## config.mk

```make
export PLATFORM = sky130hd
export DESIGN_NAME = decoder_scan_ctrl_flat
export DESIGN_NICKNAME = d
export VERILOG_FILES = /design/src/rtl/decoder_scan_ctrl_if.sv /design/src/rtl/decoder_scan_ctrl.sv /design/src/flat_wrapper.sv
export SDC_FILE = /design/constraint.sdc
export NUM_CORES = 1
export LEC_CHECK = 0
export ABC_AREA = 1
export CAP_MARGIN = 20
export CELL_PAD_IN_SITES_DETAIL_PLACEMENT = 2
export CELL_PAD_IN_SITES_GLOBAL_PLACEMENT = 2
export CORE_UTILIZATION = 25
export CTS_CLUSTER_SIZE = 16
export DETAILED_ROUTE_END_ITERATION = 8
export PLACE_DENSITY = 0.83
export SKIP_LAST_GASP = 1
export SYNTH_ARGS = -nofsm -noshare
export SYNTH_HDL_FRONTEND = slang
export SYNTH_SLANG_ARGS = --single-unit
```

## constraint.sdc

```tcl
create_clock -name clk -period 1.1 [get_ports clk]
set_input_delay 0.11 -clock clk [delete_from_list [all_inputs] [get_ports clk]]
set_output_delay 0.11 -clock clk [all_outputs]
set_load 0.1 [all_outputs]
```

## src/rtl/decoder_scan_ctrl_if.sv

```systemverilog
// Bus between an address-scan requester and decoder_scan_ctrl: request/parameter inputs
// plus the registered decoder drive (A/Enable) and scan status outputs.
interface decoder_scan_ctrl_if #(
  parameter int ADDR_W = 5,
  parameter int DW     = 8
);
  logic              start;
  logic              stop;
  logic [ADDR_W-1:0] first_addr;
  logic [ADDR_W-1:0] last_addr;
  logic [DW-1:0]     dwell;
  logic [ADDR_W-1:0] A;
  logic              Enable;
  logic              busy;
  logic              done;

  modport master (
    output start, stop, first_addr, last_addr, dwell,
    input  A, Enable, busy, done
  );

  modport slave (
    input  start, stop, first_addr, last_addr, dwell,
    output A, Enable, busy, done
  );
endinterface

```

## src/rtl/decoder_scan_ctrl.sv

```systemverilog
// Address sequencer for a 2**ADDR_W-output decoder: scans first..last (mod 2**ADDR_W) with a
// per-address dwell. Optional macro BLANK_GAP_EN inserts a one-cycle Enable-low gap between addresses.
module decoder_scan_ctrl #(
  parameter int ADDR_W = 5,
  parameter int DW     = 8
) (
  input  logic                 clk,
  input  logic                 reset,
  decoder_scan_ctrl_if.slave   bus
);

`ifdef BLANK_GAP_EN
  typedef enum logic [1:0] {IDLE, DRIVE, GAP} state_t;
`else
  typedef enum logic [1:0] {IDLE, DRIVE} state_t;
`endif

  state_t            state_q, state_d;
  logic [ADDR_W-1:0] a_q, a_d;
  logic [ADDR_W-1:0] last_q, last_d;
  logic [DW-1:0]     dwell_q, dwell_d;
  logic [DW-1:0]     cnt_q, cnt_d;
  logic              en_q, en_d;
  logic              busy_q, busy_d;
  logic              done_q, done_d;

  always_ff @(posedge clk) begin
    if (reset) begin
      state_q <= IDLE;
      a_q     <= '0;
      last_q  <= '0;
      dwell_q <= '0;
      cnt_q   <= '0;
      en_q    <= 1'b0;
      busy_q  <= 1'b0;
      done_q  <= 1'b0;
    end else begin
      state_q <= state_d;
      a_q     <= a_d;
      last_q  <= last_d;
      dwell_q <= dwell_d;
      cnt_q   <= cnt_d;
      en_q    <= en_d;
      busy_q  <= busy_d;
      done_q  <= done_d;
    end
  end

  always_comb begin
    state_d = state_q;
    a_d     = a_q;
    last_d  = last_q;
    dwell_d = dwell_q;
    cnt_d   = cnt_q;
    en_d    = en_q;
    busy_d  = busy_q;
    done_d  = 1'b0;

    case (state_q)
      IDLE: begin
        // stop outranks start; scan parameters are captured only here
        if (bus.start && !bus.stop) begin
          state_d = DRIVE;
          a_d     = bus.first_addr;
          last_d  = bus.last_addr;
          dwell_d = bus.dwell;
          cnt_d   = '0;
          en_d    = 1'b1;
          busy_d  = 1'b1;
        end
      end

      DRIVE: begin
        if (bus.stop) begin
          state_d = IDLE;
          cnt_d   = '0;
          en_d    = 1'b0;
          busy_d  = 1'b0;
        end else if (cnt_q == dwell_q) begin
          cnt_d = '0;
          if (a_q == last_q) begin
            state_d = IDLE;
            en_d    = 1'b0;
            busy_d  = 1'b0;
            done_d  = 1'b1;
          end else begin
            a_d = a_q + ADDR_W'(1);
`ifdef BLANK_GAP_EN
            state_d = GAP;
            en_d    = 1'b0;
`endif
          end
        end else begin
          cnt_d = cnt_q + DW'(1);
        end
      end

`ifdef BLANK_GAP_EN
      GAP: begin
        // next address is already on A; Enable returns one cycle later
        if (bus.stop) begin
          state_d = IDLE;
          busy_d  = 1'b0;
        end else begin
          state_d = DRIVE;
          en_d    = 1'b1;
        end
      end
`endif

      default: begin
        state_d = IDLE;
        cnt_d   = '0;
        en_d    = 1'b0;
        busy_d  = 1'b0;
      end
    endcase
  end

  assign bus.A      = a_q;
  assign bus.Enable = en_q;
  assign bus.busy   = busy_q;
  assign bus.done   = done_q;

endmodule
```

## src/flat_wrapper.sv

```systemverilog
// flat-port wrapper written by rule: the top's interface ports become plain ports
module decoder_scan_ctrl_flat 
#(
  parameter int ADDR_W = 5,
  parameter int DW     = 8
)
  (clk, reset, bus_start, bus_stop, bus_first_addr, bus_last_addr, bus_dwell, bus_A, bus_Enable, bus_busy, bus_done);
  decoder_scan_ctrl_if #(.ADDR_W(ADDR_W), .DW(DW)) bus_i ();
  input  logic clk;
  input  logic reset;
  input wire logic [$bits(bus_i.start)-1:0] bus_start;
  input wire logic [$bits(bus_i.stop)-1:0] bus_stop;
  input wire logic [$bits(bus_i.first_addr)-1:0] bus_first_addr;
  input wire logic [$bits(bus_i.last_addr)-1:0] bus_last_addr;
  input wire logic [$bits(bus_i.dwell)-1:0] bus_dwell;
  output wire logic [$bits(bus_i.A)-1:0] bus_A;
  output wire logic [$bits(bus_i.Enable)-1:0] bus_Enable;
  output wire logic [$bits(bus_i.busy)-1:0] bus_busy;
  output wire logic [$bits(bus_i.done)-1:0] bus_done;
  assign bus_i.start = bus_start;
  assign bus_i.stop = bus_stop;
  assign bus_i.first_addr = bus_first_addr;
  assign bus_i.last_addr = bus_last_addr;
  assign bus_i.dwell = bus_dwell;
  assign bus_A = bus_i.A;
  assign bus_Enable = bus_i.Enable;
  assign bus_busy = bus_i.busy;
  assign bus_done = bus_i.done;
  decoder_scan_ctrl #(.ADDR_W(ADDR_W), .DW(DW)) u_core (.clk(clk), .reset(reset), .bus(bus_i));
endmodule
```

**Word-level counts from Yosys, hierarchy flattened**

Cells that the tools add are included.

- Input bits: 22
- Register bits after elaboration: 30
- Word-level logic and storage cells: 48
- Output and inout port bits: 8

- Add/sub/neg operators: 2
- Bitwise operators: 2
- Multiplexer cells: 20
- Equality and inequality tests: 9
- Reductions and logical operators: 8

Operators with widths:

| kind | count |
|---|---|
| 8-bit two-way mux | 3 |
| 5-bit two-way mux | 4 |
| 8-bit case mux with 2 select lines | 1 |
| 5-bit case mux with 2 select lines | 1 |
| 8-bit by 1-bit adder with 8-bit output, second input constant | 1 |
| 8-bit == test | 1 |
| 2-bit two-way mux | 4 |
| 3-bit by 2-bit inequality test with 1-bit output, second input constant | 2 |
| 5-bit by 1-bit adder with 5-bit output, second input constant | 1 |
| 5-bit == test | 1 |
| 1-bit two-way mux | 5 |
| 5-bit AND reduction | 1 |
| 2-bit by 1-bit inequality test with 1-bit output, second input constant | 2 |
| 2-bit inequality test, second input constant | 2 |
| 2-bit case mux with 2 select lines | 1 |
| 4-bit OR reduction | 1 |
| 3-bit AND reduction | 1 |
| 2-bit by 1-bit == test with 1-bit output, second input constant | 1 |
| 2-bit zero test | 1 |
| 1-bit NOT | 2 |
| 1-bit case mux with 2 select lines | 1 |
| 2-bit AND reduction | 1 |
| 2-bit nonzero test | 1 |
| 1-bit logical AND | 1 |
| 1-bit zero test | 1 |

**Logic depth before layout (Yosys ltp)**

Gate-level depths: netlist of run 1.

- Depth in word-level cells: 5
- Mapped depth: 11
- Mapped depth without buffers: 11

**Worst setup path after synthesis of run 1**

No wires, ideal clock.

- Path kind: register to register
- From: register u_core.a_q[0] (netlist: u_core.bus.A[0])
- To: register u_core.a_q[4] (netlist: u_core.bus.A[4])
- Path slack: -0.898 ns
- Clock period less this slack: 1.998 ns
- Required time: 0.990 ns
- Arrival time: 1.888 ns
- Stages on the path, launching flop included: 8
- Buffers on the path: 0
- Library setup time: 0.110 ns
- Cell sequence: dfxtp_1 > ha_1 > nand3_1 > xor2_1 > o21bai_1 > nand4_1 > nand2_1 > nor2_1

- Word-level cells in the longest chain between the ends: 5
- Elaborated cells on any way between the ends: 8
- Classes of those cells: add/sub: 1; eq/ne: 2; mux: 4; reduce/logical: 1

Ends and longest elaborated chain:

| element | RTL line | RTL |
|---|---|---|
| start: declaration | decoder_scan_ctrl.sv:19 | `logic [ADDR_W-1:0] a_q, a_d;` |
| start signal: assignment | decoder_scan_ctrl.sv:30 | `a_q <= '0;` |
| start signal: assignment | decoder_scan_ctrl.sv:39 | `a_q <= a_d;` |
| 5-bit by 1-bit adder with 5-bit output | decoder_scan_ctrl.sv:87 | `a_d = a_q + ADDR_W'(1);` |
| 5-bit two-way mux | decoder_scan_ctrl.sv:81 | `if (a_q == last_q) begin` |
| 5-bit two-way mux | decoder_scan_ctrl.sv:79 | `end else if (cnt_q == dwell_q) begin` |
| 5-bit two-way mux | decoder_scan_ctrl.sv:74 | `if (bus.stop) begin` |
| 5-bit case mux with 2 select lines | decoder_scan_ctrl.sv:59 | `case (state_q)` |

Parallel ways exist; a longest one is shown, timed or not. The select of a mux whose other input is x is not followed.
A chain may end at the register's enable or synchronous reset.

**Final worst setup path of run 1**

- From: register u_core.cnt_q[1]
- To: register u_core.cnt_q[7]

- Word-level cells in the longest chain between the ends: 4
- Elaborated cells on any way between the ends: 5
- Classes of those cells: add/sub: 1; eq/ne: 1; mux: 3

Ends and longest elaborated chain:

| element | RTL line | RTL |
|---|---|---|
| start: declaration | decoder_scan_ctrl.sv:22 | `logic [DW-1:0] cnt_q, cnt_d;` |
| start signal: assignment | decoder_scan_ctrl.sv:42 | `cnt_q <= cnt_d;` |
| 8-bit by 1-bit adder with 8-bit output or 8-bit == test (tied branches) | decoder_scan_ctrl.sv:94, decoder_scan_ctrl.sv:79 |  |
| 8-bit two-way mux * | decoder_scan_ctrl.sv:79 |  |
| 8-bit two-way mux * | decoder_scan_ctrl.sv:74 |  |
| 8-bit case mux with 2 select lines * | decoder_scan_ctrl.sv:59 |  |

Every way passes the cells marked *; elsewhere a longest branch is shown, timed or not.

==> run_results.csv, run 1 <==
group,metric,value,unit
run_status,status,"complete, but fails checks",
run_status,violations,"negative setup slack",
power_and_ir_drop,peakVddDrop,0.573,mV
synthesis,synthCells,206,
synthesis,postSynthAreaPerCell,7.13,um^2
power_and_ir_drop,power.total,0.00338,W
timing,max-slew-margin-rel,79.2,%
worst_setup_path,path_delay_family,"simple AND/OR/NAND/NOR gates",
job,maxCapViolations,0,
timing,worst_pin_slew,0.311,ns
worst_setup_path,crit_fanout,3,
timing,layout_min_cycle_time,1.61,ns
floorplanning,die_area,6190,um^2
clock_network,h-tree-depth,1,
synthesis,yosysWarningCount,0,
placed_design,place_area,2240,um^2
synthesis,syn_nets,230,
layout,postLayoutCellArea,2850,um^2
global_routing,grt_overflow,0,
layout,drive_above_1_share,52.3,%
timing,tns,-5.18,ns
layout,fin_nets,312,
worst_setup_path,critPathMostFrequentCell,"nor2_1",
worst_setup_path,crit_chain,"inv_2 -> buf_6 -> nor3_4 -> nand4_1 -> nor2_1 -> nor2_1 -> nor3_1",
global_routing,grt.total_usage,21.3,%
power_and_ir_drop,powerDensity,1190,nW/um^2
clock_network,cts_inserted_buffers,3,
placed_design,port_buffers,29,
timing,period_share,147,%
synthesis,ys_seq_area_share,38.2,%
clock_network,cts_tree,"yes",
synthesis,synth_seq_cells,28,
drt,antenna_left,0,
worst_setup_path,crit_path_max_incr_delay,0.39,ns
floorplanning,io-pin-count,30,
global_routing,antenna_found_initial,0,
placed_design,routabilityCongestion,0.765,
layout,area_growth_syn_to_layout,94.0,%
global_routing,grt_pass1_wl,9740,um
clock_network,clkSinkCount,28,
timing,maxSlewViolCount,0,
synthesis,synth_area_leaders,"dfxtp_1 (38%), nand2_1 (11%), inv_1 (7.4%)",
timing,finalWorstSetupSlack,-0.512,ns
global_routing,grt_pass1_vias,1898,
clock_network,clk_pin_slew,0.12,ns
worst_setup_path,required,1.31,ns
floorplanning,core_area,5570,um^2
worst_setup_path,path_class,"reg2reg",
floorplanning,fp.dieW,78.7,um
hold_path,hp-class,"in2reg",
power_and_ir_drop,power_leakage,1.22,nW
timing,skew,0.00457,ns
timing,fmax,620,MHz
drt,via_per_inst,4.85,
drt,wl_per_cell,21.4,um
clock_network,clk_path_buf_depth,2,
drt,drt_pass1_iterations,4,
drt,drt-initial-drc-count,50,
drt,num_vias,1740,
worst_setup_path,cp_slowest_cell,"dfxtp_2",
placed_design,dp_hpwl,3830,um
floorplanning,die_h,78.7,um
synthesis,netlist_area,1470,um^2
floorplanning,initial_core_util,26.4,%
worst_setup_path,arrival,1.82,ns
drt,wirelength,7700,um
timing,rsz0062_at_grt,"true",
clock_network,clk_latency,0.30,ns
synthesis,synth_top_area_share,38.2,%
global_routing,grt_max_degree,23,
worst_setup_path,crit_path_start_kind,"flip-flop",
worst_setup_path,critPathBufInv,2,
clock_network,cts_root_buf,"clkbuf_8",
drt,drcViolationCount,0,
synthesis,yosys.area.top_type,"dfxtp_1",
timing,finalHoldViolCount,0,
layout,n_antenna_cell,0,
worst_setup_path,cp-end-kind,"flip-flop",
placed_design,dp_slack,-0.603,ns
timing,setup_viol,24,
synthesis,synth.distinct_cells,27,
floorplanning,rows,27,
## layout make-up
class | instances | area, um^2
fill | 584 | 2720
multi-input combinational | 139 | 1040
sequential | 28 | 602
clock inverter | 1 | 30.0
timing repair buffer | 83 | 908
inverter | 33 | 140
tap | 72 | 90.1
clock buffer | 3 | 41.3
## worst reg2reg max path: cells and delay by family (launching register included)
kind | cells | cell delay, ns
and+or+nand+nor | 5 | 0.95
DFF | 1 | 0.39
buffers and inverters | 2 | 0.18
## layer usage
layer	routed length [um]	up-vias	global-route usage, %
met2	4180	38	43.0
met1	3200	872	21.9
met4	171	0	6.67
met3	149	13	3.02
li1	-	817	-
met5	0	-	0
## registers in the layout, indices dropped and copies added (netlist names)
signal	cells
u_core.cnt_q	8
u_core.state_q	1
u_core.dwell_q	8
u_core.bus.A	5
u_core.bus.done	1
u_core.last_q	5
## layout by cell type (no fill, tap or decap), types with 2 or more instances in the layout
cell type and count:
a21oi_1 10, a21oi_2 7, buf_12 11, buf_4 34
buf_6 14, clkbuf_16 2, clkbuf_8 3, clkdlybuf4s50_1 21
dfxtp_1 11, dfxtp_2 9, dfxtp_4 8, inv_1 22
inv_2 6, inv_4 3, nand2_1 20, nand2_2 18
nand2_4 6, nand3_1 3, nand3_2 3, nand3_4 2
nand4_1 5, nor2_1 17, nor2_4 4, o21ai_0 2
o21ai_1 9, o21ai_2 5, o21bai_1 2, xnor2_1 4
xnor2_2 3, xor2_1 7
## through the flow
step           std cells  hold WS, ns  util (%)
2_1_floorplan        206        0.272         -
3_3_place_gp         336        0.445      40.2
3_5_place_dp         336        0.459      40.2
4_1_cts              348        0.442      44.0
5_1_grt              359        0.434      51.1
6_report             359        0.403      51.1
## power breakdown
| part | leakage [nW] | switching, W | internal (W) | total (W) |
|---|---|---|---|---|
| combinational | 0.946 | 0.000743 | 0.000584 | 0.00133 |
| clock | 0.0357 | 0.000407 | 0.000490 | 0.000897 |
| sequential | 0.239 | 0.0000813 | 0.00108 | 0.00116 |
## synth_stat cells, drive strengths merged
cell,number
nand2,45
inv,33
dfxtp,28
nor2,21
a21oi,17
o21ai,17
nand3,8
xor2,8
xnor2,7
nand4,6
buf,5
nor3,3
ha,2
o21bai,2
clkbuf,1
mux2i,1
nor3b,1
nor4,1
## cell families (layout without fill, tap and decap cells)
| family | after synthesis | count (layout) | share of synthesized area (%) |
|---|---|---|---|
| buffers and inverters | 39 | 120 | 11.2 |
| AOI/OAI and AO/OA | 36 | 36 | 13.4 |
| adders and majority gates | 2 | 2 | 1.70 |
| xor gates and xnor gates | 15 | 15 | 8.94 |
| DFF | 28 | 28 | 38.2 |
| muxes | 1 | 1 | 0.681 |
| and+or+nand+nor | 85 | 85 | 26.0 |
## worst paths after layout
path                            slack [ns]              start  cells after the start                 to
worst min register to register        0.48  u_core.dwell_q[7]                      2  u_core.dwell_q[7]
worst max register to register       -0.51    u_core.cnt_q[1]                      7    u_core.cnt_q[7]
worst max-delay path                 -0.51    u_core.cnt_q[1]                      7    u_core.cnt_q[7]
worst min-delay path                  0.40   bus_last_addr[1]                      3   u_core.last_q[1]
## repair_timing
item | 4_1_cts | 5_1_grt
gates resized for setup | 26 | 89
pin swaps | 14 | 28
hold buffers | 0 | 0
hold endpoints to repair | 0 | 0
setup endpoints to repair | 29 | 35
buffers inserted | 8 | 9
cloned | 0 | 3
Note: power is estimated with default switching activity, not from simulation.
==> inputs of run 2 (changes only) <==
- PLACE_DENSITY: 0.83 -> 0.86
==> run 2 against run 1 <==
Compared with the run above:
- the flow still finishes with violations (negative setup slack)
- clock skew grew 0.014 ns
- cell count rose by 1.4%
- die area unchanged
- clock-buffer cell count is the same
- critical path type unchanged
==> run_results.csv, run 2 (synthesis gave the netlist of run 1 again) <==
group,metric,value,unit
layout,area_growth_syn_to_layout,97.8,%
worst_setup_path,required,1.32,ns
floorplanning,io-pin-count,30,
floorplanning,die_h,78.7,um
layout,drive_above_1_share,56.8,%
drt,drcViolationCount,0,
layout,layout_commonest_cell,"buf_4",
layout,biggestRegsByFlops,"u_core.cnt_q (8), u_core.dwell_q (8)",
clock_network,h-tree-depth,1,
clock_network,cts_inserted_buffers,3,
worst_setup_path,crit_fanout,7,
global_routing,antenna_found_initial,0,
layout,n_antenna_cell,0,
drt,drt_pass1_iterations,4,
clock_network,cts_root_buf,"clkbuf_8",
timing,rsz0062_at_grt,"true",
timing,skew,0.0189,ns
timing,setup_viol,30,
placed_design,dp_hpwl,4120,um
worst_setup_path,path_delay_family,"simple AND/OR/NAND/NOR gates",
timing,layout_min_cycle_time,1.57,ns
placed_design,routabilityCongestion,0.784,
worst_setup_path,critPathMostFrequentCell,"nand2_2",
layout,fin_util,52.1,%
worst_setup_path,critPathBufInv,2,
drt,wirelength,8530,um
global_routing,grt_max_degree,26,
layout,postLayoutCellArea,2910,um^2
run_status,status,"complete, but fails checks",
layout,mostFrequentLayoutCells,"buf_4 (39), nand2_1 (26), inv_1 (21)",
timing,finalHoldViolCount,0,
power_and_ir_drop,power_leakage,1.22,nW
worst_setup_path,crit_chain,"inv_2 -> nand2_2 -> nand2_2 -> nand2_2 -> nor2_4 -> nand2_4 -> nand2_4 -> nand3_4 -> nand2_1 -> inv_1 -> nor2_1",
floorplanning,core_area,5570,um^2
timing,worst_pin_slew,0.378,ns
power_and_ir_drop,powerDensity,1180,nW/um^2
global_routing,grt.total_usage,21.9,%
clock_network,cts_tree,"yes",
worst_setup_path,arrival,1.79,ns
drt,num_vias,1784,
worst_setup_path,crit_path_start_kind,"flip-flop",
clock_network,clk_latency,0.31,ns
drt,via_per_inst,4.90,
clock_network,clk_pin_slew,0.13,ns
run_status,violations,"negative setup slack",
hold_path,hp-class,"in2reg",
worst_setup_path,path_class,"reg2reg",
worst_setup_path,crit_path_max_incr_delay,0.36,ns
job,maxCapViolations,0,
placed_design,place_area,2210,um^2
timing,maxSlewViolCount,0,
floorplanning,die_area,6190,um^2
global_routing,grt_pass1_vias,1929,
global_routing,grt_overflow,0,
floorplanning,fp.dieW,78.7,um
clock_network,clkSinkCount,28,
placed_design,port_buffers,29,
timing,max-slew-margin-rel,74.6,%
drt,antenna_left,0,
worst_setup_path,cp_slowest_cell,"dfxtp_2",
timing,period_share,142,%
drt,wl_per_cell,23.4,um
power_and_ir_drop,peakVddDrop,0.806,mV
worst_setup_path,cp-end-kind,"flip-flop",
layout,fin_nets,317,
floorplanning,rows,27,
floorplanning,initial_core_util,26.4,%
drt,drt-initial-drc-count,51,
timing,finalWorstSetupSlack,-0.467,ns
global_routing,grt_pass1_wl,10200,um
timing,fmax,638,MHz
clock_network,clk_path_buf_depth,2,
run 2: final timing paths:
check                                       start           endpoint  slack (ns)  cells after the start
worst max-delay path              u_core.cnt_q[1]    u_core.bus.A[1]       -0.47                     11
worst min-delay path                 bus_dwell[1]  u_core.dwell_q[1]        0.42                      3
worst max register to register    u_core.cnt_q[1]    u_core.bus.A[1]       -0.47                     11
worst min register to register  u_core.dwell_q[6]  u_core.dwell_q[6]        0.47                      2
run 2: layer usage:
metal	global-route usage, %	vias up	share of wire, %
met5	0	-	0
met2	43.7	58	54
met1	24.4	892	42
met3	2.67	14	2.7
met4	4.26	0	1.5
li1	-	820	-
run 2: layout make-up:
type                       count  area [um^2]
sequential                    28          604
clock buffer                   3         41.3
multi-input combinational    139         1070
clock inverter                 1         30.0
fill                         595         2670
timing repair buffer          88          940
tap                           72         90.1
inverter                      33          131
run 2: what timing repair did:
| item | 4_1_cts | 5_1_grt |
|---|---|---|
| hold endpoints to repair | 0 | 0 |
| hold buffers | 0 | 0 |
| pin swaps | 27 | 28 |
| setup buffers | 13 | 10 |
| gates cloned | 0 | 3 |
| gates resized for setup | 57 | 66 |
| setup endpoints to repair | 30 | 35 |
run 2: worst register-to-register path, delay by kind of cell (launching register included):
family | cells | cell delay [ns]
flops | 1 | 0.36
simple gates | 9 | 0.98
buf+inv | 2 | 0.15
run 2: power by group:
part | switching (W) | internal (W) | leakage (nW)
clock | 0.000413 | 0.000490 | 0.0357
sequential | 0.0000772 | 0.00108 | 0.240
combinational | 0.000779 | 0.000592 | 0.944
run 2: through the flow:
stage	setup WS [ns]	std cells	hold WS, ns	TNS, ns	total power, W
6_report	-0.467	364	0.425	-7.71	0.00343
2_1_floorplan	-0.326	206	0.272	-5.73	0.00165
5_1_grt	-0.516	364	0.445	-8.61	0.00355
3_5_place_dp	-0.551	336	0.458	-10.22	0.00209
4_1_cts	-0.325	353	0.452	-3.74	0.00310
3_3_place_gp	-0.396	336	0.445	-7.67	0.00203
